## config.mk

```make
export PLATFORM = sky130hd
export DESIGN_NAME = imem_loader
export DESIGN_NICKNAME = d
export VERILOG_FILES = /design/src/rtl/imem_loader.sv
export SDC_FILE = /design/constraint.sdc
export NUM_CORES = 1
export LEC_CHECK = 0
export ABC_CLOCK_PERIOD_IN_PS = 4700
export CAP_MARGIN = 20
export CORE_UTILIZATION = 45
export DETAILED_ROUTE_END_ITERATION = 10
export PLACE_DENSITY = 0.65
export SYNTH_ARGS = -nofsm -noshare
export SYNTH_HDL_FRONTEND = slang
export SYNTH_SLANG_ARGS = --single-unit
export TNS_END_PERCENT = 50
```

## constraint.sdc

```tcl
create_clock -name clk -period 4.7 [get_ports clk]
set_input_delay 1.175 -clock clk [delete_from_list [all_inputs] [get_ports clk]]
set_output_delay 1.175 -clock clk [all_outputs]
set_load 0.005 [all_outputs]
```

## src/rtl/imem_loader.sv

```systemverilog
// Instruction memory loader: receives a framed byte stream and writes
// 32-bit words to imem while the CPU is held in reset.
// Ports:
//   clk, reset             - clock, async active-high reset
//   start                  - pulse to begin a load (IDLE/DONE/ERR only)
//   rx_data/valid/ready    - byte stream handshake
//   imem_we/addr/wdata     - instruction memory write port
//   cpu_hold               - CPU reset (1 = held)
//   busy/done/error        - load status (done/error sticky until start)
//   words_loaded           - words written in current/last load
module imem_loader #(
    parameter int ADDR_WIDTH = 10,
    parameter int MAX_WORDS  = 1024
) (
    input  logic                  clk,
    input  logic                  reset,
    input  logic                  start,
    input  logic [7:0]            rx_data,
    input  logic                  rx_valid,
    output logic                  rx_ready,
    output logic                  imem_we,
    output logic [ADDR_WIDTH-1:0] imem_addr,
    output logic [31:0]           imem_wdata,
    output logic                  cpu_hold,
    output logic                  busy,
    output logic                  done,
    output logic                  error,
    output logic [15:0]           words_loaded
);

    typedef enum logic [2:0] {
        IDLE, LEN_LO, LEN_HI, PAYLOAD, WRITE, CHECK, DONE, ERR
    } state_t;

    localparam logic [16:0] MAX_N = 17'(MAX_WORDS);

    state_t                state_q, state_d;
    logic [15:0]           n_q, n_d;
    logic [23:0]           buf_q, buf_d;
    logic [1:0]            idx_q, idx_d;
    logic [7:0]            csum_q, csum_d;
    logic                  we_d;
    logic [ADDR_WIDTH-1:0] addr_d;
    logic [31:0]           wdata_d;
    logic                  hold_d, busy_d, done_d, err_d;
    logic [15:0]           wl_d;
    logic [15:0]           len_new;
    logic                  xfer;

    assign rx_ready = (state_q == LEN_LO) || (state_q == LEN_HI) ||
                      (state_q == PAYLOAD) || (state_q == CHECK);
    assign xfer     = rx_valid && rx_ready;
    assign len_new  = {rx_data, n_q[7:0]};

    always_ff @(posedge clk or posedge reset) begin
        if (reset) begin
            state_q      <= IDLE;
            n_q          <= '0;
            buf_q        <= '0;
            idx_q        <= '0;
            csum_q       <= '0;
            imem_we      <= 1'b0;
            imem_addr    <= '0;
            imem_wdata   <= '0;
            cpu_hold     <= 1'b1;
            busy         <= 1'b0;
            done         <= 1'b0;
            error        <= 1'b0;
            words_loaded <= '0;
        end else begin
            state_q      <= state_d;
            n_q          <= n_d;
            buf_q        <= buf_d;
            idx_q        <= idx_d;
            csum_q       <= csum_d;
            imem_we      <= we_d;
            imem_addr    <= addr_d;
            imem_wdata   <= wdata_d;
            cpu_hold     <= hold_d;
            busy         <= busy_d;
            done         <= done_d;
            error        <= err_d;
            words_loaded <= wl_d;
        end
    end

    always_comb begin
        state_d = state_q;
        n_d     = n_q;
        buf_d   = buf_q;
        idx_d   = idx_q;
        csum_d  = csum_q;
        we_d    = 1'b0;
        addr_d  = imem_addr;
        wdata_d = imem_wdata;
        hold_d  = cpu_hold;
        busy_d  = busy;
        done_d  = done;
        err_d   = error;
        wl_d    = words_loaded;
        unique case (state_q)
            IDLE, DONE, ERR: begin
                if (start) begin
                    state_d = LEN_LO;
                    done_d  = 1'b0;
                    err_d   = 1'b0;
                    wl_d    = '0;
                    csum_d  = '0;
                    idx_d   = '0;
                    hold_d  = 1'b1;
                    busy_d  = 1'b1;
                end
            end
            LEN_LO: begin
                if (xfer) begin
                    n_d[7:0] = rx_data;
                    state_d  = LEN_HI;
                end
            end
            LEN_HI: begin
                if (xfer) begin
                    n_d[15:8] = rx_data;
                    if (len_new == 16'd0) begin
                        state_d = CHECK;
                    end else if ({1'b0, len_new} > MAX_N) begin
                        state_d = ERR;
                        err_d   = 1'b1;
                        busy_d  = 1'b0;
                        hold_d  = 1'b1;
                    end else begin
                        state_d = PAYLOAD;
                    end
                end
            end
            PAYLOAD: begin
                if (xfer) begin
                    csum_d = csum_q ^ rx_data;
                    idx_d  = idx_q + 2'd1;
                    unique case (idx_q)
                        2'd0: buf_d[7:0]   = rx_data;
                        2'd1: buf_d[15:8]  = rx_data;
                        2'd2: buf_d[23:16] = rx_data;
                        2'd3: begin
                            // Last byte goes straight to the write port.
                            state_d = WRITE;
                            we_d    = 1'b1;
                            addr_d  = words_loaded[ADDR_WIDTH-1:0];
                            wdata_d = {rx_data, buf_q};
                        end
                    endcase
                end
            end
            WRITE: begin
                wl_d    = words_loaded + 16'd1;
                state_d = (wl_d == n_q) ? CHECK : PAYLOAD;
            end
            CHECK: begin
                if (xfer) begin
                    busy_d = 1'b0;
                    if (rx_data == csum_q) begin
                        state_d = DONE;
                        done_d  = 1'b1;
                        hold_d  = 1'b0;
                    end else begin
                        state_d = ERR;
                        err_d   = 1'b1;
                        hold_d  = 1'b1;
                    end
                end
            end
            default: state_d = IDLE;
        endcase
    end

endmodule

```

==> results of run 1 <==
-- area by class of cell --
type	count	area, um^2
fill	996	4640
sequential	116	2900
multi-input combinational	323	2410
timing repair buffer	84	831
clock buffer	19	433
clock inverter	13	184
tap	143	179
inverter	8	32.5
-- registers in the layout (all words and copies together), names as in the netlist --
signal / cells
idx_q: 2
buf_q: 24
n_q: 16
csum_q: 8
words_loaded: 16
imem_addr: 10
error: 1
cpu_hold: 1
imem_we: 1
imem_wdata: 32
busy: 1
done: 1
state_q: 3
-- synth_stat cells (all sizes together), types with 5 or more instances --
| cell | instances | area share [%] |
|---|---|---|
| a22o | 5 | 0.80 |
| buf | 10 | 0.91 |
| clkbuf | 21 | 1.5 |
| dfrtp | 115 | 53 |
| ha | 5 | 1.1 |
| inv | 8 | 0.55 |
| mux2 | 81 | 17 |
| nand2 | 40 | 2.7 |
| nand2b | 6 | 0.69 |
| nand3 | 16 | 1.6 |
| nand3b | 6 | 0.82 |
| nand4 | 7 | 0.91 |
| nor2 | 21 | 1.4 |
| nor3 | 8 | 0.91 |
| nor4 | 8 | 1.1 |
| o21ai | 43 | 3.9 |
| o31ai | 6 | 0.82 |
| xnor2 | 15 | 2.4 |
| xor2 | 16 | 2.6 |
-- per-stage QoR --
| stage | cell area [um^2] | util [%] | setup slack (ns) | hold WS [ns] |
|---|---|---|---|---|
| 2_1_floorplan | 5480 | - | 0.454 | 0.470 |
| 3_3_place_gp | 6360 | 54.8 | 1.28 | 0.471 |
| 3_5_place_dp | 6360 | 54.8 | 1.25 | 0.489 |
| 4_1_cts | 6980 | 60.1 | 1.56 | 0.501 |
| 5_1_grt | 6980 | 60.1 | 1.41 | 0.512 |
| 6_report | 6980 | 60.1 | 1.54 | 0.494 |
-- where the power goes --
group          switching, W  total [W]  internal, W
clock              0.000448    0.00133     0.000885
combinational      0.000481    0.00120     0.000717
sequential         0.000291    0.00165      0.00136
total               0.00122    0.00418      0.00296
-- metal layers --
metal	routed length [um]	GRT usage [%]	vias to the layer above	part of all wire (%)
met2	5860	33.7	96	49
met4	144	7.91	0	1.2
met3	588	5.13	10	5.0
li1	-	-	1846	-
met5	0	0	-	0
met1	5250	26.0	1919	44
-- logic make-up (layout without fill, tap and decap cells) --
logic type	Yosys count	in the layout	share of synthesized area (%)
AOI/OAI and AO/OA	79	79	8.96
xor gates and xnor gates	31	31	4.96
adders and majority gates	5	5	1.14
buffers and inverters	39	124	2.95
DFF	116	116	53.0
muxes	84	84	17.2
and+or+nand+nor	124	124	11.7
-- worst reg2reg max path, stage by stage, from the launching register on --
cell and delay [ns]:
dfrtp_1 0.73, nor2_1 0.15, nand2_1 0.65, nand2_1 0.38, a21bo_2 0.30, nand2_1 0.04
o31ai_1 0.08
-- layout by cell type, fill, tap and decap left out, types with 3 or more instances in the layout --
master,count
a21o_1,3
a21oi_1,4
a22o_1,5
a31oi_1,3
and2_1,4
and3_1,4
buf_4,8
bufinv_16,4
clkbuf_16,17
clkdlybuf4s50_1,75
clkinv_2,3
clkinv_4,3
clkinvlp_4,3
dfrtp_1,115
ha_1,5
inv_1,7
mux2_2,81
mux2i_1,3
nand2_1,39
nand2b_1,6
nand3_1,15
nand3b_1,6
nand4_1,6
nor2_1,21
nor3_1,6
nor4_1,6
o21ai_0,41
o31ai_1,6
xnor2_1,15
xor2_1,16
-- worst max-delay path by stage --
stage                                       from                       end  slack [ns]  depth (start not counted)
final                     state_q[1]$_DFFE_PP0P_                  rx_ready        1.54                          3
after CTS                 state_q[1]$_DFFE_PP0P_                  rx_ready        1.56                          3
after global routing      state_q[1]$_DFFE_PP0P_                  rx_ready        1.41                          3
after global placement                  rx_valid  imem_addr[1]$_DFFE_PP0P_        1.28                          7
after floorplan                            reset      buf_q[0]$_DFFE_PP0P_        0.45                          1
after detailed placement                rx_valid  imem_addr[9]$_DFFE_PP0P_        1.25                          7
==> results.json, run 1 <==
{
  "status": "complete, but fails checks",
  "failed_checks": "design-rule violations",
  "slowest_delay_ns": 0.73,
  "ys_ff_latch": 116,
  "fin_worst_skew_ns": 0.00921,
  "crit_chain": "nor2_1, nor2_1, clkdlybuf4s50_1",
  "die_width_um": 112,
  "root_buffer": "clkbuf_16",
  "r2r_cells": 6,
  "final-max-slew-violation-count": 0,
  "crit_family": "flip-flops",
  "ctsHoldBuffers": 0,
  "syn_avg_cell_area_um2": 11.5,
  "crit_top_cell": "nor2_1",
  "cp.arrival_ns": 1.98,
  "drive_gt1_share_pct": 23.3,
  "firstDrtPassIters": 10,
  "syn_area_um2": 5480,
  "hold_viol": 0,
  "grt_overflow": 0,
  "cp-start-kind": "register",
  "max_clock_freq_mhz": 317,
  "remaining_drc_errors": 7,
  "holdCritPathClass": "reg2reg",
  "setup_viol": 0,
  "diodes": 0,
  "holdCritStartpoint": "busy$_DFFE_PP0P_",
  "cts_made_buffers": 17,
  "cts_resized": 0,
  "io_buffers": 75,
  "synth_flop_cell": "dfrtp_1",
  "num_io_pins": 76,
  "grt_max_degree": 69,
  "grt_first_pass_wirelength_um": 19900,
  "core_um2": 11600,
  "start_util_pct": 47.1,
  "p_leak_nw": 3.07,
  "hold_depth": 2,
  "htree_levels": 4,
  "p_per_area_nw_per_um2": 599,
  "synth_edf_count": 0,
  "antenna_found_initial": 0,
  "postSynth.asyncResetShare_pct": 100,
  "avgRoutedWirePerCell_um": 16.8,
  "critPathCaptureType": "primary output",
  "min_to": "busy$_DFFE_PP0P_",
  "finalSetupTns_ns": 0,
  "avgViaCountPerCell": 5.48,
  "synthToLayoutAreaGrowth_pct": 27.4,
  "hpwl_um": 7830,
  "cts.clk_slew.worst_paths_ns": 0.05,
  "critPathRequiredTime_ns": 3.52,
  "syn_inst": 478,
  "drt_wl_total_um": 11800,
  "synth_fp_nets": 495,
  "fin_crit_sh_pct": 67.1,
  "cts_tree": "yes",
  "fin_crit_ns": 3.16,
  "placedCellCount": 674,
  "clock_sinks": 116,
  "crit_fanout": 23,
  "clk_path_buf_depth": 2,
  "crit_buf_inv": 1,
  "r2r-start": "state_q[1]$_DFFE_PP0P_",
  "max_cap_viol_count": 0,
  "ant_nets": 0,
  "gr-usage-all-layers_pct": 20.4,
  "crit_type": "reg2out",
  "place_congestion": 0.845,
  "drtIter0Drc": 232,
  "postCtsSetupRepairBufs": 0,
  "layout.nets": 567,
  "worst_pin_slew_ns": 0.834,
  "rsz0062_at_grt": "no",
  "yosysWarnings": 0,
  "finalPower_w": 0.00418,
  "slew_headroom_pct": 44.4,
  "synth_cell_types": 45,
  "fp.dieH_um": 112,
  "synth-seq-area-share_pct": 53.0,
  "regToRegSetupSlack_ns": 2.27,
  "vias": 3871,
  "ir_worst_vdd_uv": 326,
  "die_area_um2": 12600,
  "finalNonFillerCells": 706,
  "grt_pass1_vias": 3842,
  "rows": 39,
  "clk_latency_ns": 0.41,
  "crit_slowest_cell": "dfrtp_1",
  "regToRegEndpoint": "words_loaded[6]$_DFFE_PP0P_"
}
(Power assumes the default switching activity.)
==> inputs of run 2 (changes only) <==
--- a/config.mk
+++ b/config.mk
@@ -5,11 +5,11 @@
 export SDC_FILE = /design/constraint.sdc
 export NUM_CORES = 1
 export LEC_CHECK = 0
-export ABC_CLOCK_PERIOD_IN_PS = 4700
+export ABC_CLOCK_PERIOD_IN_PS = 2600
 export CAP_MARGIN = 20
 export CORE_UTILIZATION = 45
 export DETAILED_ROUTE_END_ITERATION = 10
-export PLACE_DENSITY = 0.65
+export PLACE_DENSITY = 0.67
 export SYNTH_ARGS = -nofsm -noshare
 export SYNTH_HDL_FRONTEND = slang
 export SYNTH_SLANG_ARGS = --single-unit
==> constraint.sdc (replaced) <==
create_clock -name clk -period 2.6 [get_ports clk]
set_input_delay 0.65 -clock clk [delete_from_list [all_inputs] [get_ports clk]]
set_output_delay 0.65 -clock clk [all_outputs]
set_load 0.005 [all_outputs]
==> results.json, run 2 (synthesis results as in run 1) <==
{
  "crit_slowest_cell": "dfrtp_1",
  "root_buffer": "clkbuf_16",
  "firstDrtPassIters": 7,
  "reg_top3": "imem_wdata: 32 flops, buf_q: 24 flops",
  "cts.clk_slew.worst_paths_ns": 0.05,
  "num_io_pins": 76,
  "vias": 4048,
  "internal-power_w": 0.00525,
  "avgViaCountPerCell": 5.56,
  "avgRoutedWirePerCell_um": 17.2,
  "crit_top_cell": "nor2_1",
  "diodes": 0,
  "fin_util_pct": 61.4,
  "ir_worst_vdd_uv": 607,
  "setup_viol": 0,
  "regArea_um2": 2900,
  "start_util_pct": 47.1,
  "postCtsSetupRepairBufs": 0,
  "fin_worst_skew_ns": 0.00711,
  "io_buffers": 75,
  "p_leak_nw": 3.17,
  "ant_nets": 0,
  "holdCritStartpoint": "busy$_DFFE_PP0P_",
  "slowest_delay_ns": 0.56,
  "p_comb_share_pct": 31.2,
  "finalSetupTns_ns": 0,
  "crit_fanout": 12,
  "die_area_um2": 12600,
  "failed_checks": "design-rule violations",
  "largest_reg_flops": 32,
  "crit_buf_inv": 1,
  "drive_gt1_share_pct": 26.5,
  "worst_pin_slew_ns": 0.469,
  "fp.dieH_um": 112,
  "layout.nets": 589,
  "hold_viol": 0,
  "die_width_um": 112,
  "htree_levels": 4,
  "switchingPower_w": 0.00229,
  "cts_made_buffers": 17,
  "hpwl_um": 8770,
  "ctsHoldBuffers": 0,
  "multi_input_area_um2": 2410,
  "r2r-start": "words_loaded[0]$_DFFE_PP0P_",
  "p_per_area_nw_per_um2": 1060,
  "cts_resized": 0,
  "place_congestion": 0.899,
  "crit_type": "reg2out",
  "pwr-share-seq_pct": 38.8,
  "pwr-share-clk_pct": 30.0,
  "min_to": "busy$_DFFE_PP0P_",
  "clock_sinks": 116,
  "slew_headroom_pct": 68.5,
  "max_cap_viol_count": 0,
  "remaining_drc_errors": 6,
  "layout_common_cells": "dfrtp_1 (115), mux2_2 (81), clkdlybuf4s50_1 (75), o21ai_0 (42), nand2_1 (39)",
  "layout_commonest_cell": "dfrtp_1",
  "grt_first_pass_wirelength_um": 21100,
  "regToRegSetupSlack_ns": 0.31,
  "clk_latency_ns": 0.41,
  "holdCritPathClass": "reg2reg",
  "max_clock_freq_mhz": 418,
  "crit_family": "flip-flops",
  "fin_crit_ns": 2.39,
  "synthToLayoutAreaGrowth_pct": 30.3,
  "critPathCaptureType": "primary output",
  "r2r_cells": 7,
  "cp-start-kind": "register",
  "fill_cells": 939,
  "rows": 39,
  "hold_depth": 2,
  "core_um2": 11600,
  "gr-usage-all-layers_pct": 21.6,
  "final-max-slew-violation-count": 0,
  "crit_chain": "nor2_1, nor2_1, clkdlybuf4s50_1",
  "finalPower_w": 0.00754,
  "rsz0062_at_grt": "no",
  "fin_crit_sh_pct": 92.1,
  "cp.arrival_ns": 1.74,
  "status": "complete, but fails checks",
  "regToRegEndpoint": "state_q[1]$_DFFE_PP0P_",
  "critPathRequiredTime_ns": 1.95,
  "drt_wl_total_um": 12600,
  "grt_overflow": 0,
  "switching_share_pct": 30.4,
  "antenna_found_initial": 0,
  "grt_pass1_vias": 4175,
  "drtIter0Drc": 250,
  "top_register": "imem_wdata",
  "clk_path_buf_depth": 2,
  "cts_tree": "yes",
  "grt_max_degree": 55
}
==> run 2: worst min-delay path: cells and delay by family (launching register included) <==
family / cells / cell delay (ns)
DFF: 1 / 0.34
and+or+nand+nor: 2 / 0.10
==> run 2: power groups by stage <==
stage	clock network (W)	logic, W	registers (W)
after floorplan	0	0.00146	0.00284
after global placement	0	0.00229	0.00293
after detailed placement	0	0.00236	0.00296
after CTS	0.00230	0.00237	0.00294
after global routing	0.00238	0.00259	0.00302
final	0.00226	0.00235	0.00293
==> run 2: worst max path at each step <==
stage	from	endpoint	slack (ns)	cells past startpoint
after floorplan	rx_data[7]	error$_DFFE_PP0P_	0.49	5
after global placement	rx_data[1]	error$_DFFE_PP0P_	0.06	8
after detailed placement	rx_valid	buf_q[20]$_DFFE_PP0P_	0.01	6
after CTS	state_q[0]$_DFFE_PP0P_	rx_ready	0.17	3
after global routing	state_q[0]$_DFFE_PP0P_	rx_ready	0.08	3
final	state_q[0]$_DFFE_PP0P_	rx_ready	0.21	3
==> run 2: cell type report <==
class	count	area share, %
flip-flops and latches	116	40.7
well taps	143	2.51
repair buffers	106	14.3
multi-input cells	323	33.8
inverters	8	0.474
clock buffers	17	5.96
clock inverters	15	2.23
==> run 2: stage by stage <==
| step | std cells | area, um^2 | hold WS [ns] | setup slack [ns] |
|---|---|---|---|---|
| 6_report | 728 | 7130 | 0.474 | 0.207 |
| 5_1_grt | 728 | 7130 | 0.515 | 0.0839 |
| 4_1_cts | 728 | 7130 | 0.479 | 0.174 |
| 3_5_place_dp | 696 | 6550 | 0.465 | 0.0127 |
| 3_3_place_gp | 696 | 6550 | 0.471 | 0.0639 |
| 2_1_floorplan | 478 | 5480 | 0.470 | 0.487 |
==> run 2: per-layer routing <==
metal  track usage [%]  vias to the layer above  routed length [um]
met3              5.29                       30                 551
met5                 0                        -                   0
met4              10.4                        0                 334
met1              26.5                     2005                5420
li1                  -                     1895                   -
met2              36.0                      118                6240
==> inputs of run 3 (changes only) <==
--- a/config.mk
+++ b/config.mk
@@ -9,6 +9,7 @@
 export CAP_MARGIN = 20
 export CORE_UTILIZATION = 45
 export DETAILED_ROUTE_END_ITERATION = 10
+export GPL_TIMING_DRIVEN = 0
 export PLACE_DENSITY = 0.67
 export SYNTH_ARGS = -nofsm -noshare
 export SYNTH_HDL_FRONTEND = slang
==> results.json, run 3 (synthesis results as in run 1) <==
{
  "ir_worst_vdd_uv": 685,
  "rows": 39,
  "clock_sinks": 116,
  "avgViaCountPerCell": 5.61,
  "grt_max_degree": 44,
  "cts.clk_slew.worst_paths_ns": 0.05,
  "met1_usage_pct": 25.8,
  "hpwl_um": 8680,
  "io_buffers": 69,
  "fin_worst_skew_ns": 0.00516,
  "layout_commonest_cell": "dfrtp_1",
  "place_congestion": 0.860,
  "layout_common_cells": "dfrtp_1 (114), mux2_2 (81), clkdlybuf4s50_1 (69), o21ai_0 (42), nand2_1 (38)",
  "antenna_found_initial": 0,
  "rsz0062_at_grt": "no",
  "clk_path_buf_depth": 2,
  "fill_cells": 975,
  "remaining_drc_errors": 5,
  "grt_pass1_vias": 4123,
  "reg_top3": "imem_wdata: 32 flops, buf_q: 24 flops",
  "cts_made_buffers": 17,
  "grt_first_pass_wirelength_um": 20900,
  "pwr-share-clk_pct": 32.9,
  "max_clock_freq_mhz": 402,
  "critPathCaptureType": "primary output",
  "drt_wl_total_um": 12800,
  "crit_type": "reg2out",
  "diodes": 0,
  "internal-power_w": 0.00560,
  "placedCellCount": 692,
  "cp-start-kind": "register",
  "grt_use_met2_pct": 37.2,
  "worst_pin_slew_ns": 0.823,
  "holdCritPathClass": "reg2reg",
  "layout.nets": 588,
  "pwr-share-seq_pct": 37.0,
  "core_um2": 11600,
  "fin_crit_ns": 2.49,
  "busiest_layer": "met2",
  "p_leak_nw": 3.14,
  "grt_overflow": 0,
  "switchingPower_w": 0.00226,
  "clk_latency_ns": 0.42,
  "max_cap_viol_count": 0,
  "gr-usage-all-layers_pct": 21.9,
  "drive_gt1_share_pct": 24.5,
  "die_width_um": 112,
  "p_per_area_nw_per_um2": 1110,
  "drtIter0Drc": 286,
  "timing.final.ws_setup_ns": 0.113,
  "ctsHoldBuffers": 0,
  "crit_family": "buffers and inverters",
  "die_area_um2": 12600,
  "dp_slack_ns": -0.348,
  "fin_crit_sh_pct": 95.7,
  "holdWs_ns": 0.480,
  "critPathRequiredTime_ns": 1.95,
  "avgRoutedWirePerCell_um": 17.6,
  "setup_viol": 0,
  "cts_tree": "yes",
  "crit_buf_inv": 2,
  "crit_fanout": 10,
  "finalNonFillerCells": 727,
  "gr-usage-met3_pct": 6.21,
  "switching_share_pct": 28.8,
  "ant_nets": 0,
  "num_io_pins": 76,
  "finalPower_w": 0.00786,
  "slew_headroom_pct": 45.0,
  "start_util_pct": 47.1,
  "cp.arrival_ns": 1.84,
  "p_comb_share_pct": 30.1,
  "finalSetupTns_ns": 0,
  "fp.dieH_um": 112,
  "synthToLayoutAreaGrowth_pct": 29.3,
  "firstDrtPassIters": 9,
  "final-max-slew-violation-count": 0,
  "crit_slowest_cell": "clkdlybuf4s50_1",
  "crit_chain": "clkbuf_2, and2_1, nor2_1, clkdlybuf4s50_1",
  "vias": 4075,
  "root_buffer": "clkbuf_16",
  "top_register": "imem_wdata",
  "slowest_delay_ns": 0.52,
  "failed_checks": "design-rule violations",
  "status": "complete, but fails checks",
  "hold_viol": 0,
  "largest_reg_flops": 32,
  "htree_levels": 4
}
==> run 3: cell types whose count changed in the layout (fill, tap and decap cells not counted), moves of 2 or more <==
cell and change:
clkdlybuf4s50_1 -6, buf_4 -26, bufinv_16 +3, clkbuf_8 +4, clkbuf_1 +19, buf_2 +10
clkinv_4 -5, clkinvlp_4 -2, clkbuf_2 +4, inv_6 -2
==> run 3: power by group through the flow <==
stage | clock (W) | combinational (W) | sequential [W]
finish | 0.00258 | 0.00237 | 0.00291
global route | 0.00271 | 0.00260 | 0.00300
CTS | 0.00263 | 0.00233 | 0.00291
detailed placement | 0 | 0.00230 | 0.00293
global placement | 0 | 0.00220 | 0.00289
floorplan | 0 | 0.00146 | 0.00284
==> run 3: area by class of cell <==
cell class / count / area (um^2) / share of cell area, %
clock buffer: 23 / 488 / 6.89
tap: 143 / 179 / 2.53
buffer: 31 / 134 / 1.89
inverter: 8 / 33.8 / 0.477
sequential: 116 / 2910 / 41.0
timing repair buffer: 74 / 753 / 10.6
clock inverter: 9 / 173 / 2.44
multi-input combinational: 323 / 2410 / 34.1
==> run 3: routing by layer <==
metal	part of all wire, %	vias up
met3	5.5	29
met4	2.4	0
met1	41	2021
met5	0	-
li1	-	1892
met2	51	133
==> run 3: what timing repair did <==
item                       in CTS  in global routing
setup buffers                   0                  2
resized for setup               0                  7
setup endpoints to repair       0                 45
==> run 3: final timing paths <==
check / cells after the start / startpoint / slack, ns / end
worst min register to register: 2 / busy$_DFFE_PP0P_ / 0.48 / busy$_DFFE_PP0P_
worst max-delay path: 4 / state_q[1]$_DFFE_PP0P_ / 0.11 / rx_ready
max in group asynchronous: 4 / reset / 0.87 / cpu_hold$_DFFE_PP1P_
worst min-delay path: 2 / busy$_DFFE_PP0P_ / 0.48 / busy$_DFFE_PP0P_
worst max register to register: 8 / words_loaded[1]$_DFFE_PP0P_ / 0.21 / state_q[1]$_DFFE_PP0P_
min in group asynchronous: 2 / reset / 0.75 / imem_addr[0]$_DFFE_PP0P_
==> run 3: per-stage QoR <==
step	instance area (um^2)	util (%)
CTS	7050	60.7
floorplan	5480	-
global route	7080	61.0
global placement	6350	54.7
detailed placement	6390	55.0
finish	7080	61.0
==> run 3: worst register-to-register path: stages, from the launching register on <==
cell and delay (ns):
dfrtp_1 0.46, ha_1 0.32, and3_1 0.19, clkbuf_1 0.24
nand3_1 0.20, xnor2_1 0.17, nor4_1 0.26, nand4_1 0.21
a21o_1 0.23
